### src/rtl/regfile_wb_arbiter.sv
// rtl/regfile_wb_arbiter.sv - register file write-port arbiter with pending-write scoreboard
// Optional WB_FWD_EN: exposes writeback forwarding instead of stalling on the in-flight write.
module regfile_wb_arbiter #(
    parameter int STARVE_MAX = 4,
    parameter int XLEN       = 32
) (
    input  logic            clk,
    input  logic            reset,
    input  logic            a_valid,
    input  logic [4:0]      a_rd,
    input  logic [XLEN-1:0] a_data,
    output logic            a_ready,
    input  logic            b_valid,
    input  logic [4:0]      b_rd,
    input  logic [XLEN-1:0] b_data,
    output logic            b_ready,
    input  logic            sb_set,
    input  logic [4:0]      sb_rd,
    input  logic [4:0]      q_rs1,
    input  logic [4:0]      q_rs2,
    input  logic [4:0]      q_rd,
    output logic            hazard,
    output logic            rf_we,
    output logic [4:0]      rf_waddr,
    output logic [XLEN-1:0] rf_wdata
`ifdef WB_FWD_EN
    ,
    output logic            fwd1_hit,
    output logic            fwd2_hit,
    output logic [XLEN-1:0] fwd_data
`endif
);

    localparam logic [3:0] STARVE_LIM = 4'(STARVE_MAX);

    logic [3:0]  wait_cnt;
    logic [31:0] pending;
    logic [31:0] set_mask;
    logic [31:0] clr_mask;
    logic        inflight_stall;

    // B wins when A is idle or once B has waited STARVE_MAX cycles in a row
    always_comb begin
        b_ready = b_valid && (!a_valid || (wait_cnt == STARVE_LIM));
        a_ready = a_valid && !b_ready;
    end

    always_ff @(posedge clk) begin
        if (reset) begin
            wait_cnt <= 4'd0;
        end else if (!b_valid || b_ready) begin
            wait_cnt <= 4'd0;
        end else if (wait_cnt != STARVE_LIM) begin
            wait_cnt <= wait_cnt + 4'd1;
        end
    end

    always_ff @(posedge clk) begin
        if (reset) begin
            rf_we    <= 1'b0;
            rf_waddr <= 5'd0;
            rf_wdata <= '0;
        end else if (b_ready) begin
            rf_we    <= (b_rd != 5'd0);
            rf_waddr <= b_rd;
            rf_wdata <= b_data;
        end else if (a_ready) begin
            rf_we    <= (a_rd != 5'd0);
            rf_waddr <= a_rd;
            rf_wdata <= a_data;
        end else begin
            rf_we    <= 1'b0;
        end
    end

    // Set is OR-ed in after the clear so a same-cycle set/clear leaves the bit pending
    always_comb begin
        set_mask = (sb_set && (sb_rd != 5'd0)) ? (32'd1 << sb_rd) : 32'd0;
        clr_mask = b_ready ? (32'd1 << b_rd) : 32'd0;
    end

    always_ff @(posedge clk) begin
        if (reset) begin
            pending <= 32'd0;
        end else begin
            pending <= (pending & ~clr_mask) | set_mask;
        end
    end

    function automatic logic pend_hit(input logic [4:0] r);
        return (r != 5'd0) && pending[r];
    endfunction

    function automatic logic inflight_hit(input logic [4:0] r);
        return (r != 5'd0) && rf_we && (rf_waddr == r);
    endfunction

`ifdef WB_FWD_EN
    assign inflight_stall = 1'b0;
    assign fwd1_hit       = inflight_hit(q_rs1);
    assign fwd2_hit       = inflight_hit(q_rs2);
    assign fwd_data       = rf_wdata;
`else
    assign inflight_stall = inflight_hit(q_rs1) | inflight_hit(q_rs2);
`endif

    assign hazard = pend_hit(q_rs1) | pend_hit(q_rs2) | pend_hit(q_rd) | inflight_stall;

endmodule

### config.mk
export PLATFORM = sky130hd
export DESIGN_NAME = regfile_wb_arbiter
export DESIGN_NICKNAME = d
export VERILOG_FILES = /design/src/rtl/regfile_wb_arbiter.sv
export SDC_FILE = /design/constraint.sdc
export NUM_CORES = 1
export LEC_CHECK = 0
export ABC_AREA = 1
export BUFFER_PORTS_ARGS = -buffer_cell sky130_fd_sc_hd__buf_2
export CORE_AREA = 5 5 116 91
export DETAILED_ROUTE_END_ITERATION = 8
export DIE_AREA = 0 0 121 96
export PLACE_DENSITY = 0.8
export SLEW_MARGIN = 20
export SYNTH_ARGS = -nofsm -noshare
export SYNTH_HDL_FRONTEND = slang
export SYNTH_SLANG_ARGS = --single-unit
export TNS_END_PERCENT = 50
### constraint.sdc
create_clock -name clk -period 1.7 [get_ports clk]
set_input_delay 0.085 -clock clk [delete_from_list [all_inputs] [get_ports clk]]
set_output_delay 0.085 -clock clk [all_outputs]
set_load 0.1 [all_outputs]
==> Yosys cells after proc, flatten, opt, wreduce, memory -nomap -nowiden <==
Index checks and enable logic that the tools add are counted.
{ "totals": {"input_bits": 99, "word_cells": 59, "ff_bits": 74, "output_inout_bits": 41} }
{ "op_classes": {"n_lt_le_gt_ge": 3, "n_shift": 2, "n_reduce_logical": 23, "add_sub_neg": 1, "bitwise_logic": 7, "muxes": 14, "eq_ne": 4} }
{ "op_table": {"columns": ["op", "n"], "rows": [
  ["two-way mux 32 bit", 4],
  ["left shift 1 x 5 -> 32 bit (first input constant)", 2],
  ["AND 32 bit", 1],
  ["inverter 32 bit", 1],
  ["bitwise OR 32 bit", 1],
  ["nonzero test 5 bit", 6],
  ["< comparator 5 x 6 -> 1 bit (second input constant)", 3],
  ["binary-select mux 1 bit (select 5 bit)", 3],
  ["equality test 5 bit", 2],
  ["logical AND 1 bit", 10],
  ["two-way mux 5 bit", 2],
  ["two-way mux 1 bit", 5],
  ["adder 4 x 1 -> 4 bit (second input constant)", 1],
  ["equality test 4 x 3 -> 1 bit (second input constant)", 1],
  ["!= test 4 x 3 -> 1 bit (second input constant)", 1],
  ["bitwise OR 1 bit", 4],
  ["logical NOT 1 bit", 3],
  ["logical OR 1 bit", 2],
  ["nonzero test 2 bit", 1],
  ["OR reduction 2 bit", 1]
]} }

==> Longest topological paths before layout <==
Gate-level depths: netlist (run 1).
{ "logic_depth": {"depth_word": 7, "depth_mapped": 13, "ltp_nobuf": 12} }

==> Worst setup path after synthesis (run 1) <==
OpenSTA, ideal clock, no wires.
{ "synth_path": {"path_kind": "register -> output", "from": "register wait_cnt[0]", "to": "output a_ready", "stages_incl_launch_ff": 9, "t_arrival_ps": 2509, "n_path_buf": 1, "required_ps": 1615, "setup_slack_ps": -894, "path_cell_list": "dfxtp_1 > inv_1 > ha_1 > nand2_2 > inv_2 > o21ai_4 > inv_4 > buf_4 > nor2_1"} }
{ "synth_between": {"elab_chain_cells": 5} }
{ "synth_lines": {"columns": ["item", "line_no", "source"], "rows": [
  ["start: declaration", "36", "logic [3:0] wait_cnt;"],
  ["start signal: assignment", "54", "wait_cnt <= wait_cnt + 4'd1;"],
  ["equality test 4 x 3 -> 1 bit", "44", "b_ready = b_valid && (!a_valid || (wait_cnt == STARVE_LIM));"],
  ["logical OR 1 bit", "44", null],
  ["logical AND 1 bit", "44", null],
  ["via b_ready", "16", "output logic b_ready,"],
  ["logical NOT 1 bit", "45", "a_ready = a_valid && !b_ready;"],
  ["logical AND 1 bit", "45", null],
  ["end: declaration", "12", "output logic a_ready,"]
]} }
The timed path passes the listed nets, and every way through them passes these cells.

==> Worst setup path in the final report (run 1) <==
{ "layout_path": {"from": "register pending[10]", "to": "output hazard"} }
{ "layout_between": {"elab_chain_cells": 6, "word_cells_on_any_way": 12, "cone_classes": "mux (6); bitwise (3); reduce/logical (3)"} }
{ "layout_lines": {"columns": ["item", "line_no", "source"], "rows": [
  ["start: declaration", "37", "logic [31:0] pending;"],
  ["start signal: assignment", "86", "pending <= (pending & ~clr_mask) | set_mask;"],
  ["binary-select mux 1 bit (select 5 bit)", "91", "return (r != 5'd0) && pending[r];"],
  ["two-way mux 1 bit (implied by the code)", "91", null],
  ["logical AND 1 bit", "91", null],
  ["bitwise OR 1 bit", "107", "assign hazard = pend_hit(q_rs1) | pend_hit(q_rs2) | pend_hit(q_rd) | inflight_stall;"],
  ["bitwise OR 1 bit * (2 in series)", "107", null],
  ["end: declaration", "22", "output logic hazard,"]
]} }
Every way passes the cells marked *; elsewhere a longest branch is shown, timed or not. The select of a mux whose other input is x is not followed.

==> results of run 1 <==
per-layer routing:
layer | track usage (%) | up-vias | part of all wire, %
met5 | 0 | - | 0
met4 | 7.83 | 0 | 2.2
met3 | 7.87 | 33 | 11
met2 | 41.7 | 265 | 44
met1 | 34.9 | 2495 | 43
li1 | - | 2747 | -
cell families after synthesis:
family,synth area share [%]
adders and majority gates,0.524
xor gates and xnor gates,1.47
and+or+nand+nor,36.0
AOI/OAI and AO/OA,17.9
DFF,31.0
buffers and inverters,13.1
cells in the mapped netlist (all sizes together) (2+ instances only):
master	number
nand2	237
nand3	115
inv	97
dfxtp	74
a21oi	45
nor2	32
o211ai	32
o21ai	32
buf	31
o31ai	16
clkbuf	15
nand4	15
clkinv	5
xor2	5
xnor2	3
ha	2
nor4	2
repair_timing:
| action | in CTS | in global routing |
|---|---|---|
| pin swaps | 2 | 3 |
| buffers inserted | 2 | 3 |
| resized for setup | 16 | 30 |
| gates cloned | 1 | 1 |
| setup endpoints to repair | 3 | 50 |
through the flow:
step	area (um2)	utilization (%)	total power (uW)	instances
global route	6150	65.8	5600	1027
CTS	6020	64.4	5360	1023
finish	6150	65.8	5390	1027
global placement	5630	60.3	3340	1005
floorplan	4810	-	2980	763
detailed placement	5630	60.3	3350	1005
power by group through the flow:
stage,combinational [uW],sequential [uW],clock [uW]
2_1_floorplan,560,2430,0
4_1_cts,1460,1880,2020
6_report,1500,1880,2010
3_5_place_dp,1440,1910,0
3_3_place_gp,1430,1920,0
5_1_grt,1600,1890,2110
sequential cells by signal, indices dropped and copies added (netlist names):
name	cells
rf_waddr	5
rf_we	1
wait_cnt	4
pending	32
rf_wdata	32
critical path, cell delays in order, from the launching register on:
cell	delay, ps
dfxtp_2	370
inv_1	70
o21ai_0	170
nand3_1	120
nand2_2	100
nand2_1	50
nand3_1	90
nand3_2	90
nand3_4	100
buf_12	170
area by class of cell:
class / count / area [um2]
multi-input combinational: 541 / 2730
inverter: 102 / 390
timing repair buffer: 163 / 1040
fill: 863 / 3200
clock buffer: 10 / 229
sequential: 74 / 1520
tap: 132 / 165
clock inverter: 5 / 78.8
worst max-delay path by stage:
stage / end / slack (ps) / depth (start not counted)
global placement: pending[22] / 90 / 9
detailed placement: pending[20] / 50 / 9
global route: hazard / -130 / 13
finish: hazard / -60 / 9
CTS: hazard / -30 / 11
floorplan: a_ready / -50 / 8
==> qor.txt, run 1 <==
Status - complete, but fails checks
Failing checks - negative setup slack
R2r startpoint - wait_cnt[0]
GRT overflow - 0
Static Leak - 0.00299 uW
Largest cells by area after synthesis - dfxtp_1 31%, nand2_1 18%, nand3_1 12%
Root Driver - clkbuf_16
Final period utilization - 104%
Clock sink total - 74
F_max - 568 MHz
Routed WL - 15,400 um
Reg clk slew, reported paths - 60 ps
Placer Congestion - 0.935
Hold_buf cts - 0
Sw frac - 35.1%
Combinational share of power - 27.8%
Post-route ant nets - 0
Critical Path Source - pending[10]
Clock power frac - 37.2%
Chip Width - 121 um
H-tree depth - 3
Skew-Pair Late Insertion Delay - 340 ps
CP max FO - 3
Worst reg2reg path depth - 9
Pins over their slew limit - 0
Internal power - 3500 uW
Hold_ws - 47.5 ps
CTS tree - built
Row count - 31
Final nets - 992
Primary FF master, synth - dfxtp_1
Worst EP arrival - 1670 ps
WP data required - 1620 ps
Synth area leader - dfxtp_1
Syn nets - 864
Via count - 5,540
Die area - 0.0116 mm2
Critical path capture point type - output port
Yosys Warn Count - 0
Final min period - 1760 ps
Initial antenna violation count - 0
Commonest non-fill, non-tap cell in the layout - nand2_1
Post-DP HPWL - 11,400 um
First-pass GRT wire length - 24,600 um
Drc violations - 0
Post-Synthesis Cells - 763
Min-Delay Endpoint - pending[24]
Largest net degree at the start of global routing - 67
PortBufs - 139
Setup Crit Path Kind - reg2out
Area grow syn2layout - 28.7%
Avg WL per Cell - 14.9 um
RSZ-0062 raised after global routing - yes
Reg2Reg Setup Slack - 90 ps
Core ar. - 0.00935 mm2
Skew final - 4.26 ps
Share of cells above drive strength 1 - 27.4%
First drt pass iteration count - 5
Ys async rst share - 0%
Vias in the first global route - 5,105
WHS Path Cells - 3
Commonest non-fill, non-tap cells in the layout - 234 x nand2_1, 136 x buf_2, 112 x nand3_1
Worst-Margin Slew - 505 ps
Drt via density - 5.39
Terminus of the critical flop-to-flop path - pending[28]
Share of power burned in registers - 35.0%
Final setup TNS - -59.6 ps
Synthesis-stage register bit count - 74
Starting density of the core - 51.1%
Worst slew margin - 66.3%
Endpoints failing hold - 0
DRT iter0 DRCs - 724
Final WS setup - -59.6 ps
Final setup viols - 1
Share of the synthesized area in the top cell type - 31.0%
Hold path start - sb_rd[4]
Synth Cell Area - 0.00478 mm2
EDFF count, synth - 0
Peak VDD IR - 544 uV
Die height - 96 um
Syn avg cell area - 6.26 um2
GRT Overall Usage - 26.3%
Worst hold-check path type - in2reg
Max-cap violations - 0
CTS Buffer Depth - 2
Register area share after synthesis - 31.0%
Yosys cell types - 32
Cell Pwr Density - 876 mW/mm2
Startpoint Class - flop
TritonCTS Buffers - 9
IO Pins - 140
Dpl ws - 48.1 ps
N_diodes - 0
Net Sw Power - 1890 uW
Note: power is estimated with default switching activity, not from simulation.
==> inputs of run 2 (changes only) <==
CORE_AREA = 5 5 112 88   (was 5 5 116 91)
DIE_AREA = 0 0 117 93   (was 0 0 121 96)
PLACE_DENSITY = 0.85   (was 0.8)
clock period = 2.3 ns   (was 1.7 ns; I/O delays follow)
==> run 2 against run 1 <==
Sequential share of layout area rose by 1.4 points. Clock skew rose by 3.6 ps. Setup slack improved by 340 ps. Critical path depth fell by 2. Register-to-register slack improved by 260 ps. Hold slack improved by 22 ps. The run now ends clean. Utilization fell by 0.39 points. Combinational power fell by 32%.
==> qor.txt, run 2 (same netlist as run 1, synthesis figures left out) <==
GRT overflow - 0 (unchanged)
RSZ-0062 raised after global routing - no
Worst-Margin Slew - 983 ps (+478 ps)
Post-route ant nets - 0 (unchanged)
Placed Instances - 973 (-3.2%)
First drt pass iteration count - 5 (unchanged)
GRT Overall Usage - 27.9% (+1.6 points)
Final setup viols - 0 (-1)
Pins over their slew limit - 0 (unchanged)
Delay-heaviest family, CP - buffers and inverters
DRT iter0 DRCs - 629 (-13%)
IO Pins - 140 (unchanged)
Drc violations - 0 (unchanged)
Commonest non-fill, non-tap cells in the layout - 235 x nand2_1, 138 x buf_2, 115 x nand3_1
Hold_buf cts - 0 (unchanged)
CTS Buffer Depth - 2 (unchanged)
Dpl cell area - 0.00543 mm2 (-3.7%)
Endpoints failing hold - 0 (unchanged)
Worst slew margin - 34.3% (-32 points)
Commonest non-fill, non-tap cell in the layout - nand2_1
Skew-Pair Late Insertion Delay - 330 ps (about the same)
Skew final - 7.85 ps (+3.59 ps)
Via count - 5,469 (-1.3%)
Status - finished, final reports clean
Die height - 93 um (-3.1%)
Clock sink total - 74 (unchanged)
Number of setup buffers added after CTS - 0 (-2)
Hold_ws - 69.6 ps (+22.1 ps)
Startpoint Class - flop
Peak VDD IR - 656 uV (+21%)
TritonCTS Buffers - 9 (unchanged)
Biggest regs - pending x32, rf_wdata x32, rf_waddr x5
Avg WL per Cell - 15.0 um (+0.12%)
Initial antenna violation count - 0 (unchanged)
Multi-input logic area - 0.00267 mm2 (-2.3%)
Area grow syn2layout - 19.2%
PortBufs - 139 (unchanged)
First-pass GRT wire length - 24,400 um (-1.0%)
Worst EP arrival - 1910 ps (+240 ps)
Drt via density - 5.54 (+2.6%)
H-tree depth - 3 (unchanged)
Critical path's largest stage delay - 500 ps (+130 ps)
Core ar. - 0.00871 mm2 (-6.8%)
Chip Width - 117 um (-3.3%)
Max-cap violations - 0 (unchanged)
Post-DP HPWL - 11,000 um (-3.1%)
Placer Congestion - 0.933 (-0.22%)
Cell Pwr Density - 648 mW/mm2 (-26%)
CTS tree - built
Share of cells above drive strength 1 - 21.5% (-5.9 points)
Worst Path Buf+Inv - 4 (+2)
Filler cell count - 827 (-4.2%)
Setup Crit Path Kind - reg2out
CP cell instances - inv_1 > ha_1 > nand2_2 > inv_2 > o21ai_4 > inv_4 > buf_2
Fin area - 0.00569 mm2 (-7.4%)
Final nets - 973 (-1.9%)
Largest net degree at the start of global routing - 67 (unchanged)
Row count - 30 (-3.2%)
Critical path capture point type - output port
Final period utilization - 88.0%
Overall power - 3690 uW (-31%)
CP max stage cell - buf_2
Vias in the first global route - 5,031 (-1.4%)
Worst hold-check path type - in2reg
Static Leak - 0.00279 uW (-6.7%)
Final setup TNS - 0 ps (+59.6 ps)
Die area - 0.0109 mm2 (-6.3%)
Root Driver - clkbuf_16
Post-CTS sizing - 0 (-16)
F_max - 494 MHz
WP data required - 2180 ps (+560 ps)
CP max FO - 35 (+32)
Routed WL - 14,800 um (-3.7%)
Starting density of the core - 54.8% (+3.8 points)
Reg clk slew, reported paths - 60 ps (about the same)
Seq. cell area - 0.00148 mm2 (-2.2%)
Fin cells - 988 (-3.8%)
Final min period - 2020 ps
N_diodes - 0 (unchanged)
## run 2: worst paths after layout
kind                             startpoint           to  slack, ps  depth (start not counted)
worst max-delay path            wait_cnt[1]      b_ready        280                          7
worst min-delay path                a_rd[4]  rf_waddr[4]         70                          3
worst max register to register  wait_cnt[1]  pending[19]        350                          9
worst min register to register  wait_cnt[0]  wait_cnt[0]        470                          1
## run 2: worst min-delay path, cell delays in order
cell	delay (ps)
buf_2	110
nand2_1	60
a31oi_1	70
## run 2: final cells by class
cell class / instances / area share [%]
Clock buffer: 9 / 3.96
Clock inverter: 6 / 0.747
Inverter: 102 / 6.77
Multi-Input combinational cell: 541 / 46.9
Sequential cell: 74 / 26.0
Tap cell: 112 / 2.46
Timing Repair Buffer: 144 / 13.1
## run 2: per-layer routing
metal / vias to the layer above / part of all wire, % / track usage, %
met3: 37 / 11 / 7.37
met2: 322 / 45 / 42.4
met4: 0 / 2.7 / 10.0
met1: 2398 / 41 / 38.1
met5: - / 0 / 0
li1: 2712 / - / -
## run 2: where the power goes
group          switching [uW]  leakage [uW]  internal [uW]
registers                47.8      0.000607           1340
logic                     783       0.00205            237
clock network             553      0.000128            725
## run 2: per-stage QoR
step                utilization, %  setup slack (ps)
global route                  65.4               132
floorplan                        -              -141
CTS                           65.4               277
detailed placement            62.3               423
finish                        65.4               277
global placement              62.3               445
